`src/rtl/matvec_mul.sv`:
```
// matvec_mul: pipelined signed matrix-vector multiplier, y = K * x.
// Stage 1 registers all R*C products. Each row then goes through its own
// binary adder tree with $clog2(C) registered levels. The last level drives y.
//
// Clock-enable contract: cen=1 on a rising edge samples k/x and advances every
// stage by one step. cen=0 freezes every stage, including y. There is no
// backpressure, so one input set can be taken on every enabled cycle.
//
// Optional feature: define MATVEC_MUL_VALID_EN to add valid_in/valid_out.
// valid_in then moves through a LATENCY-deep shift register that advances with
// the datapath, so valid_out lines up with y.
module matvec_mul #(
  parameter int R   = 2,
  parameter int C   = 5,
  parameter int W_X = 3,
  parameter int W_K = 4,
  localparam int W_Y = W_X + W_K + $clog2(C)
) (
  input  logic                                clk,
  input  logic                                rstn,
  input  logic                                cen,
  input  logic signed [R-1:0][C-1:0][W_K-1:0] k,
  input  logic signed [C-1:0][W_X-1:0]        x,
`ifdef MATVEC_MUL_VALID_EN
  input  logic                                valid_in,
  output logic                                valid_out,
`endif
  output logic signed [R-1:0][W_Y-1:0]        y
);

  // Number of registered adder-tree levels.
  localparam int LVLS    = $clog2(C);
  // Stages from input sampling to y: the product register plus the tree levels.
  localparam int LATENCY = LVLS + 1;

  // Element count held at tree level l.
  // Level 0 holds C products, and each later level holds ceil(previous / 2).
  function automatic int lvl_n(input int l);
    int n;
    n = C;
    for (int j = 0; j < l; j++) begin
      n = (n + 1) / 2;
    end
    return n;
  endfunction

  // Each level, row and element gets its own _d/_q pair.
  // A level only refers to the level before it through constant generate
  // indices, so every register exists only where the tree needs it.
  for (genvar l = 0; l <= LVLS; l++) begin : g_lvl
    localparam int N  = lvl_n(l);
    localparam int NP = (l == 0) ? C : lvl_n(l - 1);
    for (genvar r = 0; r < R; r++) begin : g_row
      for (genvar i = 0; i < N; i++) begin : g_el
        logic signed [W_Y-1:0] s_d;
        logic signed [W_Y-1:0] s_q;

        if (l == 0) begin : g_prod
          // Product k[r][i]*x[i]. Both operands are sign-extended to W_Y first.
          // The full W_X+W_K-bit product always fits, so nothing is lost.
          always_comb begin
            s_d = W_Y'($signed(k[r][i])) * W_Y'($signed(x[i]));
          end
        end else if (2 * i + 1 < NP) begin : g_add
          // Sum of one pair from the previous level. W_Y leaves room for the
          // largest possible sum, so this add never overflows.
          always_comb begin
            s_d = g_lvl[l-1].g_row[r].g_el[2*i].s_q
                + g_lvl[l-1].g_row[r].g_el[2*i+1].s_q;
          end
        end else begin : g_pass
          // Odd leftover element: passed to the next level unchanged.
          always_comb begin
            s_d = g_lvl[l-1].g_row[r].g_el[2*i].s_q;
          end
        end

        // Pipeline register: async clear, and it advances only on enabled edges.
        always_ff @(posedge clk or negedge rstn) begin
          if (!rstn) begin
            s_q <= '0;
          end else if (cen) begin
            s_q <= s_d;
          end
        end
      end
    end
  end

  // The single element at the last tree level of each row is that row's result.
  for (genvar r = 0; r < R; r++) begin : g_out
    assign y[r] = g_lvl[LVLS].g_row[r].g_el[0].s_q;
  end

`ifdef MATVEC_MUL_VALID_EN
  logic [LATENCY-1:0] vld_d;
  logic [LATENCY-1:0] vld_q;

  // Next state of the valid shift register: valid_in enters at bit 0.
  always_comb begin
    vld_d    = vld_q;
    vld_d[0] = valid_in;
    for (int i = 1; i < LATENCY; i++) begin
      vld_d[i] = vld_q[i-1];
    end
  end

  // Valid shift register.
  // It has the same clear and enable behaviour as the datapath stages.
  always_ff @(posedge clk or negedge rstn) begin
    if (!rstn) begin
      vld_q <= '0;
    end else if (cen) begin
      vld_q <= vld_d;
    end
  end

  assign valid_out = vld_q[LATENCY-1];
`endif

endmodule

```
`config.mk`:
```
export PLATFORM = sky130hd
export DESIGN_NAME = matvec_mul
export DESIGN_NICKNAME = d
export VERILOG_FILES = /design/src/rtl/matvec_mul.sv
export SDC_FILE = /design/constraint.sdc
export NUM_CORES = 1
export LEC_CHECK = 0
export BUFFER_PORTS_ARGS = -buffer_cell sky130_fd_sc_hd__clkbuf_2
export CELL_PAD_IN_SITES_DETAIL_PLACEMENT = 0
export CELL_PAD_IN_SITES_GLOBAL_PLACEMENT = 1
export CORE_AREA = 10 10 188 190
export CTS_BUF_LIST = sky130_fd_sc_hd__clkbuf_4
export CTS_CLUSTER_SIZE = 24
export DETAILED_ROUTE_END_ITERATION = 12
export DIE_AREA = 0 0 198 200
export PLACE_DENSITY_LB_ADDON = 0.2
export SLEW_MARGIN = 20
export SYNTH_ARGS = -nofsm -noshare
export SYNTH_HDL_FRONTEND = slang
export SYNTH_SLANG_ARGS = --single-unit
```
`constraint.sdc`:
```
create_clock -name clk -period 1.91 [get_ports clk]
set_input_delay 0.573 -clock clk [delete_from_list [all_inputs] [get_ports clk]]
set_output_delay 0.573 -clock clk [all_outputs]
set_load 0.1 [all_outputs]
```
**After elaboration in Yosys (flattened, before gate mapping)**

Index checks and enable logic that the tools add are counted.

- Bits in registers: 220
- Input port bits: 58
- Output and inout port bits: 20

- $add $sub $neg: 8
- Multiply operators: 10

Operators with widths:

| kind | count |
|---|---|
| adder 10 bit | 8 |
| multiplier 4 x 3 -> 7 bit | 10 |

**Depth between registers and ports, before layout**

Gate-level depths: netlist of the first run.

- Depth in word-level cells: 1
- Depth in mapped cells: 10
- Depth with buffers taken out: 10

**Worst setup path after synthesis of the first run**

OpenSTA, ideal clock, no wires.

- Path type: input port to flip-flop
- Start: input port x[12] (netlist name)
- End: register g_lvl[0].g_row[0].g_el[4].s_q[8]
- Setup time: 0.125 ns
- Data arrival time: 2.744 ns
- Slack: -0.958 ns
- Stages: 10
- Buffers on the path: 1
- Path through: clkbuf_1 > nand2_1 > fa_1 > inv_1 > ha_1 > ha_1 > a21o_1 > a21oi_1 > xnor2_1 > mux2_2

- Word-level cells in the longest chain between the ends: 1

RTL lines:

| what | RTL line | RTL |
|---|---|---|
| start, declared | 23 | `input logic signed [C-1:0][W_X-1:0] x,` |
| multiplier 4 x 3 -> 7 bit | 62 | `s_d = W_Y'($signed(k[r][i])) * W_Y'($signed(x[i]));` |
| end signal, assigned | 81 | `s_q <= '0;` |
| end signal, assigned | 83 | `s_q <= s_d;` |
| end, declared | 56 | `logic signed [W_Y-1:0] s_q;` |

No other way between the ends.
A chain may end at the register's enable or synchronous reset.

**Final worst setup path of the first run**

- Start: input port x[2] (netlist name)
- End: register g_lvl[0].g_row[1].g_el[0].s_q[8]

- Word-level cells in the longest chain between the ends: 1

RTL lines:

| what | RTL line |
|---|---|
| multiplier 4 x 3 -> 7 bit | 62 |
| end signal, assigned | 81 |
| end signal, assigned | 83 |
| end, declared | 56 |

No other way between the ends.

==> results.md, run 1 <==
* CP cell instances: clkbuf_16 -> clkinvlp_4 -> nor2_4 -> fa_1 -> ha_4 -> ha_4 -> a21o_1 -> a21oi_2 -> xnor2_1 -> mux2_4
* ANT nets after route at 0
* Vias post-DR at 8877
* Peak supply drop at 0.6291 mV
* CTS root buf: clkbuf_4
* Floorplan row count at 65
* Worst Hold End: g_lvl[0].g_row[1].g_el[2].s_q[0]$_DFFE_PN0P_
* Post-synthesis instance area at 12480 um^2
* Worst-case reg-to-reg path depth at 8
* Outcome: finished with violations
* Setup crit start kind: input pin
* Initial Utilization at 39.76%
* Setup Crit Path Kind: input pin to flop
* I/O pins at 78
* Worst endpoint data arrival time at 2.64 ns
* Most flop-heavy register: g_lvl.g_row.g_el.s_q
* Vias per std cell at 4.923
* FF-to-FF End: g_lvl[3].g_row[1].g_el[0].s_q[8]$_DFFE_PN0P_
* RSZ-0062 raised after global routing: yes
* Yosys reg bits at 178
* Setup TNS at -5.414 ns
* Cell mode on critical path: ha_4
* Reg2reg start: g_lvl[2].g_row[1].g_el[1].s_q[0]$_DFFE_PN0P_
* Leakage at 7.595 nW
* Ys Warns at 0
* # DRC at 0
* Most frequent cells in the layout: dfrtp_1 (177), buf_4 (148), ha_1 (95), mux2_2 (70), inv_1 (62)
* Fmax at 459.4 MHz
* GRT Resource Usage Total at 14.61%
* Critical Path End Type: flop
* Slowest CP cell: fa_1
* Bufs on Longest Clock Path at 2
* Most common cell after layout, fill and taps aside: dfrtp_1
* Largest register FFs at 178
* Post-Route Skew at 0.02487 ns
* Worst hold margin at 0.3324 ns
* Grt ovf at 0
* Register area at 4456 um^2
* Routed WL per cell at 15.53 um
* Synth Instances at 1163
* TritonRoute pass-1 iters at 5
* TritonCTS clock tree: built
* Total CTS buffers at 17
* Die Span Y at 200 um
* First-pass GRT wire length at 46890 um
* P&R area growth vs syn at 32.16%
* Clk_lat worst skew at 0.56 ns
* Violated checks: setup timing
* Max FO, Critical Path at 7
* Final WS setup at -0.2666 ns
* Multi-input gate area at 8751 um^2
* Worst EP required at 2.38 ns
* Max Slew Vio Count at 0
* Final min period at 2.177 ns
* Fin. Hold Viols at 0
* Distinct cells, synth at 47
* Full die area at 39600 um^2
* Async S/R FF share, synth at 100.0%
* Number of synthesized flops with an enable pin at 0
* Post-DP HPWL at 21860 um
* Slew headroom at 72.39%
* Clock sink total at 178
* CP max stage delay at 0.44 ns
* Detailed router's first-iteration violation count at 314
* Post-synthesis sequential area ratio at 35.68%
* Primary FF master, synth: dfrtp_1
* Buffers added on ports at 77
* Fillers at 2834
* Nets at 1644
* Core box area at 31390 um^2
* GP Congestion at 0.8151
* Pin count of the biggest net entering global routing at 74
* Hold Path Class: input pin to flop
* Number of global-route vias before repair at 9199
* WL final at 28000 um
* Layout cells sized above 1 at 42.74%
* Period utilization at 114.0%
* Syn nets at 1421
* Reg-to-reg slack, setup at -0.09 ns
* Max-cap violations at 0
* Worst-path clk slew at 0.17 ns
* Worst Hold Launch: k[28]
* Antenna violations before repair at 1
* Syn_area_per_cell at 10.73 um^2
* Hold Path Cell Cnt at 4
* Htree depth at 4
* Biggest regs: g_lvl.g_row.g_el.s_q x178
* Final setup viols at 34
* Pwr per Cell Area at 1297 nW/um^2
* Die X at 198 um
* Least-Margin Pin Slew at 0.4098 ns
-- worst max path at each step --
| stage | start | end | slack, ns | depth (start not counted) |
|---|---|---|---|---|
| 5_1_grt | x[2] | g_lvl[0].g_row[1].g_el[0].s_q[8]$_DFFE_PN0P_ | -0.25 | 10 |
| 2_1_floorplan | x[7] | g_lvl[0].g_row[1].g_el[2].s_q[8]$_DFFE_PN0P_ | -0.68 | 9 |
| 3_5_place_dp | x[8] | g_lvl[0].g_row[1].g_el[2].s_q[4]$_DFFE_PN0P_ | -0.93 | 8 |
| 6_report | x[2] | g_lvl[0].g_row[1].g_el[0].s_q[8]$_DFFE_PN0P_ | -0.27 | 10 |
| 4_1_cts | x[12] | g_lvl[0].g_row[0].g_el[4].s_q[8]$_DFFE_PN0P_ | -0.24 | 11 |
| 3_3_place_gp | x[8] | g_lvl[0].g_row[1].g_el[2].s_q[4]$_DFFE_PN0P_ | -0.90 | 8 |
-- power breakdown --
group | leakage (nW) | internal, mW | total (mW) | switching [mW]
clock network | 0.154 | 0.609 | 2.11 | 1.50
logic | 5.31 | 6.18 | 12.9 | 6.75
registers | 2.13 | 5.20 | 6.36 | 1.16
-- through the flow --
stage	cells	setup slack, ns	area, um^2	power, mW	utilization, %
after floorplan	1163	-0.6844	13210	14.90	-
after global routing	1802	-0.2544	16500	23.22	52.55
after global placement	1736	-0.8968	14920	17.88	47.54
final	1803	-0.2666	16500	21.40	52.55
after CTS	1784	-0.2432	15990	20.80	50.92
after detailed placement	1736	-0.9340	14920	18.04	47.54
-- kinds of logic (layout without fill, tap and decap cells) --
group                    Yosys count  count (layout)  synth area share, %
flip-flops                       178             178                35.68
adder cells (fa/ha/maj)          200             200                23.41
buffers and inverters            128             364                4.170
multiplexers                     101             101                9.071
AND/OR/NAND/NOR                  248             248                9.933
AO/OA/AOI/OAI                    234             234                12.48
other                              0               2                    0
XOR/XNOR                          74              74                5.252
-- area by class of cell --
class,count,area share [%]
timing repair buffer,237,12.88
tap,402,3.049
inverter,95,2.230
sequential,178,27.01
antenna,2,0.03034
clock buffer,17,0.7735
clock inverter,15,0.9859
multi-input combinational,857,53.04
-- routing by layer --
layer	up-vias	share of wire [%]	track usage, %
met5	-	0	0
met4	0	0.53	2.221
met1	4296	51	20.70
met3	9	2.3	2.244
li1	4489	-	-
met2	83	46	23.49
-- synthesized netlist by cell type, types with 14 or more instances --
library cell  count  share of area [%]
inv_1            95                2.9
a21oi_1          50                2.0
nor2b_1          16               0.80
nand2_1          75                2.3
buf_2            17               0.68
fa_1             56                9.0
a21o_1           29                1.7
ha_1            144                 14
nand3_1          14               0.56
and2_1           39                2.0
o21a_1           14               0.84
mux2_2           97                8.8
xnor2_1          65                4.6
nand2b_1         19               0.95
dfrtp_1         178                 36
o21ai_0          63                2.5
nor2_1           50                1.5
-- timing repair --
action | 4_1_cts | 5_1_grt
buffers inserted | 15 | 18
hold buffers | 1 | 0
pin swaps | 56 | 85
gates resized for setup | 141 | 116
endpoints found under the hold margin | 15 | 0
setup endpoints to repair | 66 | 85
-- worst max-delay path: cells and delay by family --
| kind | cells | cell delay [ns] |
|---|---|---|
| AOI/OAI and AO/OA | 2 | 0.33 |
| xor gates and xnor gates | 1 | 0.08 |
| adders and majority gates | 3 | 0.94 |
| buffers and inverters | 2 | 0.31 |
| muxes | 1 | 0.25 |
| and+or+nand+nor | 1 | 0.17 |
(Power assumes the default switching activity.)
==> inputs of run 2 (changes only) <==
CORE_AREA = 10 10 235 237   (was 10 10 188 190)
DIE_AREA = 0 0 245 247   (was 0 0 198 200)
==> run 2 against run 1 <==
- the flow still finishes with violations (setup timing)
- power up 5.1%
- global-route usage down 4.0 points
- worst setup slack better by 0.037 ns
- critical endpoint is now g_lvl[0].g_row[1].g_el[0].s_q[4]$_DFFE_PN0P_
- clock skew down 0.0019 ns
- combinational power up 5%
- sequential share of layout area down 0.98 points
==> results.md, run 2 (synthesis results as in run 1) <==
* Most common cell after layout, fill and taps aside: dfrtp_1
* Die X at 245 um
* Clk_lat worst skew at 0.59 ns
* Pwr per Cell Area at 1313 nW/um^2
* Design area at 17140 um^2
* Die Span Y at 247 um
* GP Congestion at 0.7521
* Max-cap violations at 0
* Worst-path clk slew at 0.16 ns
* Final WS setup at -0.2301 ns
* Max FO, Critical Path at 7
* I/O pins at 78
* Post-DP Area at 15420 um^2
* Period utilization at 112.0%
* CTS root buf: clkbuf_4
* Htree depth at 4
* Pin count of the biggest net entering global routing at 57
* Peak supply drop at 0.4580 mV
* Hold Path Class: input pin to flop
* Final min period at 2.140 ns
* Leakage at 7.689 nW
* Layout cells sized above 1 at 43.46%
* TritonRoute pass-1 iters at 4
* Post-Route Skew at 0.02302 ns
* Total CTS buffers at 17
* Clock sink total at 178
* TritonCTS clock tree: built
* Buffers added on ports at 77
* Setup Crit Path Kind: input pin to flop
* Post-place setup slack at -0.9665 ns
* Grt ovf at 0
* Outcome: finished with violations
* GRT Resource Usage Total at 10.62%
* Biggest regs: g_lvl.g_row.g_el.s_q x178
* First-pass GRT wire length at 51280 um
* Nets at 1652
* Setup TNS at -3.786 ns
* # DRC at 0
* Max Slew Vio Count at 0
* Fin. Hold Viols at 0
* Vias per std cell at 4.299
* Most flop-heavy register: g_lvl.g_row.g_el.s_q
* Post-DP HPWL at 24710 um
* Critical Path End Type: flop
* Worst hold margin at 0.3131 ns
* Bufs on Longest Clock Path at 2
* Antenna violations before repair at 1
* Number of global-route vias before repair at 9281
* Fmax at 467.3 MHz
* Fillers at 5206
* Detailed router's first-iteration violation count at 271
* Violated checks: setup timing
* Initial Utilization at 24.63%
* Setup crit start kind: input pin
* Core box area at 50680 um^2
* Largest register FFs at 178
* Full die area at 60520 um^2
* P&R area growth vs syn at 37.32%
* Slew headroom at 72.37%
* Vias post-DR at 8976
* Worst EP required at 2.39 ns
* Floorplan row count at 83
* WL final at 31250 um
* Routed WL per cell at 14.97 um
* RSZ-0062 raised after global routing: yes
* Least-Margin Pin Slew at 0.4101 ns
* ANT nets after route at 0
* Worst endpoint data arrival time at 2.62 ns
* Most frequent cells in the layout: dfrtp_1 (172), buf_4 (140), ha_1 (89), mux2_2 (67), inv_1 (64)
* Final setup viols at 33
* Post-Route Utilization at 33.82%
==> run 2: layout make-up <==
| class | count | area [um^2] | share of cell area (%) |
|---|---|---|---|
| Clock buffer | 17 | 127.6 | 0.7445 |
| Timing Repair Buffer | 245 | 2305 | 13.45 |
| Clock inverter | 14 | 203.9 | 1.190 |
| Antenna cell | 2 | 5.005 | 0.02920 |
| Tap cell | 680 | 850.8 | 4.964 |
| Multi-Input combinational cell | 857 | 8820 | 51.45 |
| Sequential cell | 178 | 4462 | 26.03 |
| Inverter | 95 | 367.9 | 2.146 |
==> run 2: critical path: stages <==
cell and delay (ns):
clkbuf_16 0.11, clkinvlp_4 0.21, nor2_2 0.16, fa_1 0.46, ha_4 0.30, ha_4 0.13
fa_2 0.42, mux2_4 0.26
==> run 2: what timing repair did <==
| item | 4_1_cts | 5_1_grt |
|---|---|---|
| hold endpoints to repair | 26 | 0 |
| hold buffers | 1 | 0 |
| pin swaps | 78 | 75 |
| setup buffers | 12 | 16 |
| resized for setup | 160 | 96 |
| gates cloned | 1 | 1 |
| endpoints found under the setup margin | 63 | 69 |
==> run 2: path summary, 6_finish.rpt <==
path / from / end / slack (ns) / cells past startpoint
hold / removal: k[28] / g_lvl[0].g_row[1].g_el[2].s_q[0]$_DFFE_PN0P_ / 0.31 / 4
max in group asynchronous: rstn / g_lvl[0].g_row[1].g_el[3].s_q[8]$_DFFE_PN0P_ / 0.93 / 3
hold reg to reg: g_lvl[1].g_row[1].g_el[0].s_q[7]$_DFFE_PN0P_ / g_lvl[1].g_row[1].g_el[0].s_q[7]$_DFFE_PN0P_ / 0.51 / 1
min in group asynchronous: rstn / g_lvl[0].g_row[1].g_el[1].s_q[8]$_DFFE_PN0P_ / 0.47 / 2
setup / recovery: x[2] / g_lvl[0].g_row[1].g_el[0].s_q[4]$_DFFE_PN0P_ / -0.23 / 8
setup reg to reg: g_lvl[1].g_row[0].g_el[0].s_q[0]$_DFFE_PN0P_ / g_lvl[2].g_row[0].g_el[0].s_q[8]$_DFFE_PN0P_ / -0.10 / 8
==> run 2: metrics by stage <==
stage               std cells  total power, mW
floorplan                1163            14.90
global placement         2026            18.46
detailed placement       2026            18.53
CTS                      2070            22.01
global route             2087            24.51
finish                   2088            22.50
==> run 2: where the power goes <==
group          leakage (nW)  total (mW)  switching (mW)  internal (mW)
clock                 0.165        2.49            1.44           1.05
combinational          5.40        13.6            6.96           6.61
sequential             2.12        6.45            1.24           5.21
total                  7.69        22.5            9.64           12.9
==> run 2: per-layer routing <==
| metal | track usage (%) | vias up | wire (um) |
|---|---|---|---|
| met5 | 0 | - | 0 |
| met4 | 1.808 | 0 | 207 |
| met3 | 1.780 | 10 | 613 |
| met2 | 16.76 | 53 | 14430 |
| met1 | 15.10 | 4421 | 16000 |
| li1 | - | 4492 | - |
